## src/rtl/streamcalc_ctrl.sv

```systemverilog
// rtl/streamcalc_ctrl.sv - token sequencer between the stream calculator input and the operand queue
// Optional build macro STREAMCALC_SAT_EN: saturating ADD/SUB/MUL instead of modulo wrap.
module streamcalc_ctrl #(
  parameter int W     = 8,
  parameter int DEPTH = 11
) (
  input  logic         clk,
  input  logic         rst_n,
  input  logic         tok_valid,
  output logic         tok_ready,
  input  logic [2:0]   tok_op,
  input  logic [W-1:0] tok_data,
  output logic         q_apply,
  output logic [2:0]   q_op,
  output logic [W-1:0] q_in,
  input  logic [W-1:0] q_first,
  input  logic [W-1:0] q_second,
  input  logic [W-1:0] q_tail,
  input  logic         q_valid,
  output logic         res_valid,
  input  logic         res_ready,
  output logic [W-1:0] res_data,
  output logic         err,
  input  logic         err_clr,
  output logic [3:0]   count
);

  typedef enum logic [1:0] {IDLE, ISSUE, EMIT, ERR} state_t;

  localparam logic [2:0] OP_PUSH = 3'd5;
  localparam logic [2:0] OP_POP  = 3'd6;
  localparam logic [2:0] OP_PEEK = 3'd7;
  localparam logic [3:0] DEPTH_C = 4'(DEPTH);

  state_t         state, state_nx;
  logic [2:0]     op_r;
  logic [W-1:0]   q_in_r;
  logic [W-1:0]   res_r;
  logic [3:0]     cnt;
  logic           legal;
  logic           accept;
  logic [W:0]     sum;
  logic [W:0]     dif;
  logic [2*W-1:0] prod;
  logic [W-1:0]   alu;

  // Occupancy pre-check against the local count, not the queue itself.
  always_comb begin
    legal = 1'b0;
    case (tok_op)
      OP_PUSH:          legal = (cnt < DEPTH_C);
      OP_POP, OP_PEEK:  legal = (cnt != 4'd0);
      default:          legal = (cnt >= 4'd2);
    endcase
  end

  always_comb begin
    sum  = {1'b0, q_first} + {1'b0, q_second};
    dif  = {1'b0, q_first} - {1'b0, q_second};
    prod = {{W{1'b0}}, q_first} * {{W{1'b0}}, q_second};
    alu  = '0;
    case (tok_op)
      3'd0:    alu = sum[W-1:0];
      3'd1:    alu = dif[W-1:0];
      3'd2:    alu = prod[W-1:0];
      3'd3:    alu = q_first & q_second;
      3'd4:    alu = q_first ^ q_second;
      default: alu = '0;
    endcase
`ifdef STREAMCALC_SAT_EN
    if (tok_op == 3'd0 && sum[W])              alu = '1;
    if (tok_op == 3'd1 && dif[W])              alu = '0;
    if (tok_op == 3'd2 && |prod[2*W-1:W])      alu = '1;
`endif
  end

  assign accept = (state == IDLE) && tok_valid && q_valid && legal;

  always_comb begin
    state_nx  = state;
    tok_ready = 1'b0;
    q_apply   = 1'b0;
    res_valid = 1'b0;
    err       = 1'b0;
    case (state)
      IDLE: begin
        tok_ready = 1'b1;
        if (tok_valid)
          state_nx = !legal ? ERR : (tok_op == OP_PEEK) ? EMIT : ISSUE;
      end
      ISSUE: begin
        q_apply  = 1'b1;
        state_nx = (op_r == OP_POP) ? EMIT : IDLE;
      end
      EMIT: begin
        res_valid = 1'b1;
        if (res_ready) state_nx = IDLE;
      end
      ERR: begin
        err = 1'b1;
        if (err_clr) state_nx = IDLE;
      end
      default: state_nx = IDLE;
    endcase
    // A queue fault overrides everything and drops any pending result.
    if (state != ERR && !q_valid) state_nx = ERR;
  end

  always_ff @(posedge clk or negedge rst_n) begin
    if (!rst_n) begin
      state  <= IDLE;
      op_r   <= 3'd0;
      q_in_r <= '0;
      res_r  <= '0;
      cnt    <= 4'd0;
    end else begin
      state <= state_nx;
      if (accept) begin
        op_r <= tok_op;
        case (tok_op)
          OP_PUSH: q_in_r <= tok_data;
          OP_POP:  res_r  <= q_first;
          OP_PEEK: res_r  <= q_tail;
          default: q_in_r <= alu;
        endcase
      end
      if (state == ISSUE) begin
        if (op_r == OP_PUSH)      cnt <= cnt + 4'd1;
        else if (op_r != OP_PEEK) cnt <= cnt - 4'd1;
      end
    end
  end

  assign q_op     = op_r;
  assign q_in     = q_in_r;
  assign res_data = res_r;
  assign count    = cnt;

endmodule

```

## config.mk

```make
export PLATFORM = sky130hd
export DESIGN_NAME = streamcalc_ctrl
export DESIGN_NICKNAME = d
export VERILOG_FILES = /design/src/rtl/streamcalc_ctrl.sv
export SDC_FILE = /design/constraint.sdc
export NUM_CORES = 1
export LEC_CHECK = 0
export BUFFER_PORTS_ARGS = -buffer_cell sky130_fd_sc_hd__buf_2
export CORE_ASPECT_RATIO = 2
export CORE_MARGIN = 1.5
export CORE_UTILIZATION = 56
export DETAILED_ROUTE_END_ITERATION = 12
export PLACE_DENSITY = 0.8
export SLEW_MARGIN = 20
export SYNTH_ARGS = -nofsm -noshare
export SYNTH_HDL_FRONTEND = slang
export SYNTH_SLANG_ARGS = --single-unit
```

## constraint.sdc

```tcl
create_clock -name clk -period 2.3 [get_ports clk]
set_input_delay 0.46 -clock clk [delete_from_list [all_inputs] [get_ports clk]]
set_output_delay 0.46 -clock clk [all_outputs]
set_load 0.01 [all_outputs]
```

==> results of run 1 <==
-- routing by layer --
layer  track usage, %  vias up
li1                 -     1458
met1             34.0     1488
met2             61.1       97
met3             3.09       31
met4             18.6        0
met5                0        -
-- through the flow --
| step | worst slack, ns | power, uW | area [um2] |
|---|---|---|---|
| detailed placement | -1.81 | 2550 | 3990 |
| finish | -1.43 | 2890 | 4240 |
| floorplan | -1.53 | 1890 | 3250 |
| global route | -1.57 | 3130 | 4240 |
| CTS | -1.38 | 2850 | 4120 |
| global placement | -1.73 | 2480 | 3990 |
-- logic make-up (layout without fill, tap and decap cells) --
kind of cell / after synthesis / count (layout) / synth area share (%)
XOR/XNOR: 27 / 27 / 8.85
AO/OA/AOI/OAI: 74 / 74 / 15.6
buffers and inverters: 51 / 174 / 6.63
multiplexers: 15 / 15 / 5.24
AND/OR/NAND/NOR: 115 / 115 / 19.0
flip-flops: 25 / 25 / 21.0
adder cells (fa/ha/maj): 48 / 48 / 23.7
-- power breakdown --
group	leakage, uW	switching (uW)	internal [uW]	total, uW
logic	0.00181	893	919	1810
clock network	0.0000255	142	122	264
registers	0.000316	191	626	817
-- final timing paths --
kind / startpoint / to / slack (ns)
worst max-delay path: q_second[3] / q_in[7] / -1.43
worst min-delay path: rst_n / q_op[2] / 0.16
worst max register to register: q_op[1] / count[3] / 0.39
worst min register to register: res_data[5] / res_data[5] / 0.49
max in group asynchronous: rst_n / q_op[1] / 1.77
min in group clk: err_clr / state[0] / 0.42
-- flip-flops by register name, summed over array words and instances, names as in the netlist --
| name | count |
|---|---|
| q_in | 8 |
| res_data | 8 |
| count | 4 |
| q_op | 3 |
| state | 2 |
-- final cells by class --
cell class | count | area [um2]
multi-input combinational | 279 | 2420
clock inverter | 1 | 5.00
tap | 58 | 72.6
clock buffer | 3 | 41.3
inverter | 36 | 145
sequential | 25 | 626
timing repair buffer | 134 | 932
fill | 323 | 898
-- critical path: cells and delay by family --
kind | cells | cell delay [ns]
fa+ha+maj | 5 | 2.04
xor+xnor | 2 | 0.40
simple gates | 2 | 0.36
buf+inv | 5 | 0.34
compound gates | 2 | 0.34
-- cell usage after synthesis (2+ instances only) --
| master | count | area (um2) |
|---|---|---|
| o21ai_0 | 18 | 90.1 |
| buf_2 | 5 | 25.0 |
| and3b_1 | 2 | 17.5 |
| dfrtp_1 | 25 | 626 |
| a31oi_1 | 3 | 18.8 |
| mux2_2 | 5 | 56.3 |
| xnor2_1 | 19 | 166 |
| nand3_1 | 4 | 20.0 |
| or3_1 | 4 | 25.0 |
| inv_1 | 35 | 131 |
| a21oi_1 | 17 | 85.1 |
| a221oi_1 | 7 | 61.3 |
| nand2_1 | 49 | 184 |
| fa_1 | 14 | 280 |
| and2_1 | 13 | 81.3 |
| buf_1 | 2 | 7.51 |
| ha_1 | 34 | 425 |
| o221ai_1 | 2 | 17.5 |
| nor3b_1 | 2 | 15.0 |
| a21o_1 | 4 | 30.0 |
| nor2_1 | 18 | 67.6 |
| o211ai_1 | 2 | 15.0 |
| nor3_1 | 7 | 35.0 |
| clkbuf_1 | 8 | 30.0 |
| a21boi_0 | 2 | 15.0 |
| xor2_1 | 6 | 52.6 |
| mux2i_1 | 10 | 100 |
| nor2b_1 | 9 | 56.3 |
| xnor3_1 | 2 | 45.0 |
| o21ai_1 | 8 | 40.0 |
-- what timing repair did --
| item | 4_1_cts | 5_1_grt |
|---|---|---|
| pin swaps | 14 | 17 |
| setup buffers | 2 | 1 |
| gates cloned | 0 | 0 |
| gates resized for setup | 23 | 28 |
| endpoints found under the setup margin | 7 | 7 |
==> run summary, run 1 <==
Worst EP arrival: 3.94 ns
Max clock buf depth: 2
Routed wl met2: 5180 um
Global-route wire length before repair: 14,300 um
CP max FO: 3
Failing checks: setup timing
CTS sink count: 25
Status: finished, violations left
Cts bufs inserted: 3
Final GP Congestion: 0.930
M1 WL: 3140 um
CP max stage cell: fa_1
# diodes: 0
Detailed-placement wirelength estimate: 7280 um
PnR worst setup slack: -1.43 ns
Commonest cells after routing, fill and taps aside: buf_4 (63), buf_2 (59), nand2_1 (44)
Syn_nets: 444
Leak Pwr: 0.00216 uW
Primary FF master, synth: dfrtp_1
Library cells used by synthesis: 49
Max stage delay on crit path: 0.49 ns
Die width: 54.6 um
Critical path class: in2reg
RSZ-0062 raised after global routing: yes
DRT Pass-1 Iters: 4
Mapped cell area: 2980 um2
Flops & latches, synth: 25
Peak VDD IR: 0.000742 V
Max Clock Skew: 0.00821 ns
Core Footprint: 5140 um2
Number of flops mapped to enable cells by yosys: 0
Worst-path cell chain: buf_8 -> buf_6 -> nand2_4 -> fa_2 -> fa_1 -> inv_1 -> fa_1 -> inv_1 -> fa_1 -> inv_2 -> ha_4 -> a21oi_4 -> xnor3_1 -> xnor3_1 -> or3_1 -> a32oi_1
CP most frequent cell: fa_1
Max Slew Vio Count: 0
Starting DRT DRC Count: 123
Routed wire length: 9040 um
Worst-Margin Slew: 0.554 ns
CTS root buffer: clkbuf_8
Clk Latency, worst-skew pair: 0.28 ns
Layout Area Growth over Synthesis: 42.2%
Vias per inst: 5.74
DRC Markers: 0
Sum Neg Setup Slack: -4.98 ns
Die Y: 106 um
Total global-route track usage: 33.5%
Starting Density: 58.0%
Final #Nets: 568
Avg Inst Size Synth: 8.40 um2
CP Capture Type: flop
Final critical-path share of the clock period: 162%
H-tree depth reported by CTS: 1
Worst-path clk slew: 0.09 ns
# Max-Cap Violations: 0
Vias: 3,074
Gr ovfl total: 0
Routed len/inst: 16.9 um
Worst setup SP type: input port
Fraction of layout cells with a size suffix above 1: 39.7%
IO Count: 68
Antenna Nets Post-Route: 0
Setup Viol. Count Final: 6
Metal3 WL: 270 um
Reg2reg path depth: 7
HP Class: in2async
Vias in the first global route: 3,117
PortBufs: 67
CTS tree: done
Data required, critical path: 2.51 ns
Final hold slack: 0.159 ns
Non-filler cells, final: 536
Die Area: 5800 um2
Seq/Total Area, Yosys: 21.0%
Fmax: 268 MHz
YS warnings: 0
Max_slew headroom: 63.1%
Initial antenna violation count: 0
Power Density: 682 nW/um2
Largest net degree at the start of global routing: 26
Final Hold Viols: 0
Fin crit period: 3.73 ns
# hold bufs at CTS: 0
Top sig layer: met4
Commonest non-fill, non-tap cell in the layout: buf_4
Placed Cells: 529
Post-Synthesis Cells: 355
Synth async-reset ratio: 100%
Cell row count: 37
Layout Utilization: 82.5%
(Power assumes the default switching activity.)
==> inputs of run 2 (changes only) <==
- CORE_UTILIZATION: 56 -> 45
- PLACE_DENSITY: 0.8 -> 0.66
==> run 2 against run 1 <==
Routed wire length grew 2.5%; count of clock-buffer cells in the layout is 1 higher; first-iteration DRC count fell by 19%; sequential share of layout area decreased by 0.63 points; non-clock buffer count is 4 higher; clock skew down 0.0038 ns; largest power group unchanged; global-route usage down 6.3 points; worst setup slack improved by 0.034 ns; the flow still finishes with violations (setup timing); via count fell by 2.0%; critical path type unchanged.
==> run summary, run 2 (synthesis gave the netlist of run 1 again) <==
Core Footprint: 6360 um2
Buf+Inv Stages, Crit Path: 4
Top delay family on crit path: adder cells
Fillers: 549
Sum Neg Setup Slack: -4.86 ns
Failing checks: setup timing
Placed Cells: 552
Setup WS pre-CTS: -1.82 ns
Total global-route track usage: 27.2%
PortBufs: 67
Initial antenna violation count: 0
Worst EP arrival: 3.88 ns
Max_slew headroom: 63.0%
# Max-Cap Violations: 0
Die Y: 118 um
Max Slew Vio Count: 0
CP max FO: 5
Largest net degree at the start of global routing: 26
CP most frequent cell: fa_1
Starting DRT DRC Count: 100
Clk Latency, worst-skew pair: 0.27 ns
Leak Pwr: 0.00220 uW
Setup Viol. Count Final: 6
Vias in the first global route: 3,160
Detailed-placement wirelength estimate: 7320 um
Max stage delay on crit path: 0.50 ns
IO Count: 68
Final critical-path share of the clock period: 161%
Final GP Congestion: 0.950
CTS sink count: 25
Gr ovfl total: 0
Worst-Margin Slew: 0.556 ns
CP max stage cell: fa_1
Die width: 60.6 um
Commonest non-fill, non-tap cell in the layout: buf_4
Routed len/inst: 16.3 um
Design area: 4430 um2
DRT Pass-1 Iters: 4
Starting Density: 46.9%
Vias per inst: 5.30
Data required, critical path: 2.49 ns
Cts bufs inserted: 3
Worst setup SP type: input port
Power Density: 693 nW/um2
Max clock buf depth: 2
CTS tree: done
Peak VDD IR: 0.000674 V
Routed wire length: 9270 um
DRC Markers: 0
Critical path class: in2reg
RSZ-0062 raised after global routing: yes
Max Clock Skew: 0.00442 ns
Placed cell area: 3980 um2
CTS root buffer: clkbuf_16
Die Area: 7160 um2
PnR worst setup slack: -1.39 ns
Vias: 3,012
Cell row count: 41
Fmax: 271 MHz
Layout Area Growth over Synthesis: 48.5%
Final #Nets: 572
Fraction of layout cells with a size suffix above 1: 41.9%
Antenna Nets Post-Route: 0
# hold bufs at CTS: 0
Worst-path clk slew: 0.06 ns
Final Hold Viols: 0
CP Capture Type: flop
Non-filler cells, final: 568
HP Class: in2async
Status: finished, violations left
# diodes: 0
Worst-path cell chain: buf_12 -> nand2_4 -> fa_2 -> fa_1 -> inv_1 -> fa_1 -> inv_2 -> fa_1 -> inv_2 -> ha_4 -> a21oi_2 -> xnor3_1 -> xnor3_1 -> or3_1 -> a32oi_1
Global-route wire length before repair: 14,800 um
Fin crit period: 3.69 ns
Commonest cells after routing, fill and taps aside: buf_4 (60), buf_2 (59), nand2_1 (44)
H-tree depth reported by CTS: 1
==> run 2: cell types whose count changed in the layout (fill, tap and decap cells not counted), moves of 2 or more <==
cell / previous run / this run
buf_4: 63 / 60
inv_1: 24 / 22
inv_2: 9 / 11
ha_1: 21 / 19
ha_4: 12 / 14
clkbuf_16: 0 / 3
a21oi_2: 1 / 3
buf_12: 2 / 4
buf_6: 7 / 11
clkbuf_8: 3 / 0
==> run 2: power breakdown <==
part	internal [uW]	total [uW]	switching (uW)
sequential	628	815	187
clock	237	394	156
combinational	959	1860	902
total	1820	3070	1250
==> run 2: per-layer routing <==
layer	wire length (um)	vias to the layer above	GRT usage, %
met5	0	-	0
met4	369	0	12.9
met3	151	27	1.86
met2	5440	54	51.2
met1	3310	1464	27.9
li1	-	1467	-
==> run 2: cell type report <==
cell class	instances	area, um2	area share, %
clock buffer	4	78.8	1.78
sequential	25	626	14.1
timing repair buffer	138	1010	22.8
inverter	36	143	3.22
tap	86	108	2.43
multi-input combinational	279	2460	55.6
==> run 2: worst reg2reg max path, cell delays in order (launching register included) <==
cell and delay, ns:
dfrtp_1 0.41, nand3b_1 0.29, ha_1 0.34, a21o_1 0.18
a21oi_1 0.17, xor2_1 0.18, nor2_1 0.07, xor2_1 0.14
==> run 2: path summary, 6_finish.rpt <==
check | start | endpoint | slack, ns | cells after the start
hold / removal | rst_n | q_in[0] | 0.18 | 1
hold reg to reg | res_data[7] | res_data[7] | 0.49 | 2
max in group asynchronous | rst_n | q_in[5] | 1.75 | 1
setup reg to reg | q_op[1] | count[3] | 0.40 | 7
setup / recovery | q_first[1] | q_in[7] | -1.39 | 15
min in group clk | err_clr | state[0] | 0.43 | 2
==> run 2: metrics by stage <==
stage	util, %	total power (uW)	hold slack, ns
final	69.6	3070	0.181
after detailed placement	62.6	2540	0.472
after CTS	67.6	3030	0.198
after global placement	62.6	2490	0.465
after floorplan	-	1890	0.164
after global routing	69.6	3320	0.233
==> run 2: repair_timing <==
item,in CTS,in global routing
endpoints found under the hold margin,0,0
pin swaps,22,17
resized for setup,47,22
setup endpoints to repair,6,6
setup buffers,9,6
==> inputs of run 3 (changes only) <==
- BUFFER_PORTS_ARGS: -buffer_cell sky130_fd_sc_hd__buf_2 -> not set
- DONT_BUFFER_PORTS: not set -> 1
- PLACE_DENSITY: 0.66 -> 0.58
- SLEW_MARGIN: 20 -> not set
==> run 3 against run 2 <==
The run still ends with setup timing left; count of clock-buffer cells in the layout unchanged; non-clock buffer count down 106; combinational power shrank 20%; utilization shrank 12 points; first-iteration DRC count is 33% lower; worst hold slack worse by 0.18 ns; critical path type unchanged; critical endpoint unchanged.
==> run summary, run 3 (synthesis gave the netlist of run 1 again) <==
Antenna Nets Post-Route: 0
Clock share of power: 14.2%
Die width: 60.6 um
Fraction of layout cells with a size suffix above 1: 25.8%
CTS root buffer: clkbuf_16
Final #Nets: 466
Final critical-path share of the clock period: 156%
Switching Fraction: 41.2%
Final Hold Viols: 0
Multi-input gate area: 2460 um2
Max clock buf depth: 2
Top delay family on crit path: adder cells
Fmax: 279 MHz
Data required, critical path: 2.48 ns
CP most frequent cell: inv_2
Detailed-placement wirelength estimate: 6890 um
Switching power: 1140 uW
Max_slew headroom: 53.8%
Layout Utilization: 57.8%
Power Density: 751 nW/um2
Fillers: 622
Clk Latency, worst-skew pair: 0.26 ns
CTS tree: done
Final hold slack: 0.00397 ns
Max Slew Vio Count: 0
Vias per inst: 5.61
Cts bufs inserted: 3
Vias: 2,593
Largest net degree at the start of global routing: 26
Status: finished, violations left
H-tree depth reported by CTS: 1
Commonest non-fill, non-tap cell in the layout: nand2_1
Worst-path clk slew: 0.06 ns
Worst-path cell chain: ha_4 -> inv_2 -> fa_1 -> inv_2 -> ha_4 -> fa_1 -> inv_2 -> fa_1 -> inv_2 -> ha_4 -> a21oi_2 -> xnor3_1 -> xnor3_1 -> or3_1 -> a32oi_1
Gr ovfl total: 0
Critical path class: in2reg
Internal Power: 1620 uW
Layout Area Growth over Synthesis: 23.3%
Buf+Inv Stages, Crit Path: 4
Cell row count: 41
# diodes: 0
CTS sink count: 25
Commonest cells after routing, fill and taps aside: nand2_1 (44), dfrtp_1 (25), buf_4 (25)
Register area: 626 um2
Die Area: 7160 um2
Worst EP arrival: 3.76 ns
Max Clock Skew: 0.00209 ns
Failing checks: setup timing
Final GP Congestion: 0.836
Vias in the first global route: 2,713
Initial antenna violation count: 0
Placed cell area: 3430 um2
CP max FO: 7
HP Class: in2async
Design area: 3680 um2
Core Footprint: 6360 um2
Peak VDD IR: 0.000587 V
Starting DRT DRC Count: 67
IO Count: 68
Starting Density: 46.9%
PnR worst setup slack: -1.28 ns
# Max-Cap Violations: 0
DRT Pass-1 Iters: 4
Sum Neg Setup Slack: -3.82 ns
DRC Markers: 0
Setup Viol. Count Final: 4
Worst-Margin Slew: 0.691 ns
Max stage delay on crit path: 0.55 ns
Total chip power: 2760 uW
Global-route wire length before repair: 13,400 um
Gate power share: 53.4%
Worst setup SP type: input port
Fin crit period: 3.58 ns
CP max stage cell: fa_1
Total global-route track usage: 24.8%
PortBufs: 0
RSZ-0062 raised after global routing: yes
Sequential power share: 32.4%
Routed len/inst: 18.2 um
CP Capture Type: flop
Routed wire length: 8420 um
Die Y: 118 um
Leak Pwr: 0.00169 uW
==> run 3: cell count changes in the layout (fill, tap and decap cells not counted), moves of 2 or more <==
cell / delta
inv_2: +3
ha_4: -3
buf_4: -35
buf_8: -4
buf_6: -5
buf_12: -3
ha_1: +2
buf_2: -59
==> run 3: worst paths after layout <==
kind | from | endpoint | slack, ns | depth (start not counted)
min | rst_n | q_in[1] | 0.004 | 1
max | q_first[3] | q_in[7] | -1.28 | 15
max reg2reg | count[2] | q_in[4] | 0.31 | 7
min reg2reg | q_in[1] | q_in[1] | 0.56 | 2
min in group clk | q_valid | state[0] | 0.35 | 1
max in group asynchronous | rst_n | q_in[7] | 2.14 | 1
==> run 3: power groups by stage <==
stage / sequential [uW] / clock, uW / combinational (uW)
5_1_grt: 922 / 417 / 1650
3_5_place_dp: 904 / 0 / 1350
3_3_place_gp: 900 / 0 / 1320
4_1_cts: 898 / 395 / 1480
2_1_floorplan: 858 / 0 / 1040
6_report: 895 / 392 / 1480
==> run 3: layer usage <==
layer	GRT usage [%]	wire length, um
met2	47.8	4870
met1	24.3	2940
met4	9.65	261
met5	0	0
met3	3.61	344
==> run 3: area by class of cell <==
type	count	share of cell area [%]
Multi-Input combinational cell	279	66.8
Sequential cell	25	17.0
Timing Repair Buffer	32	7.48
Inverter	36	3.67
Tap cell	86	2.93
Clock buffer	4	2.14
==> run 3: timing repair <==
action | CTS | global route
buffers inserted | 1 | 0
gates resized for setup | 23 | 10
pin swaps | 10 | 13
hold endpoints to repair | 25 | 0
endpoints found under the setup margin | 6 | 6
hold buffers | 1 | 0
==> run 3: worst reg2reg max path, cell delays in order (launching register included) <==
cell and delay [ns]:
dfrtp_1 0.48, a21oi_1 0.07, nor2b_1 0.29, a21oi_1 0.12, o211ai_1 0.56, buf_4 0.27
nand2_1 0.06, o21ai_1 0.08
==> run 3: stage by stage <==
| step | instances | setup slack (ns) |
|---|---|---|
| 3_5_place_dp | 456 | -1.65 |
| 5_1_grt | 462 | -1.42 |
| 4_1_cts | 462 | -1.29 |
| 2_1_floorplan | 355 | -1.53 |
| 3_3_place_gp | 456 | -1.61 |
| 6_report | 462 | -1.28 |
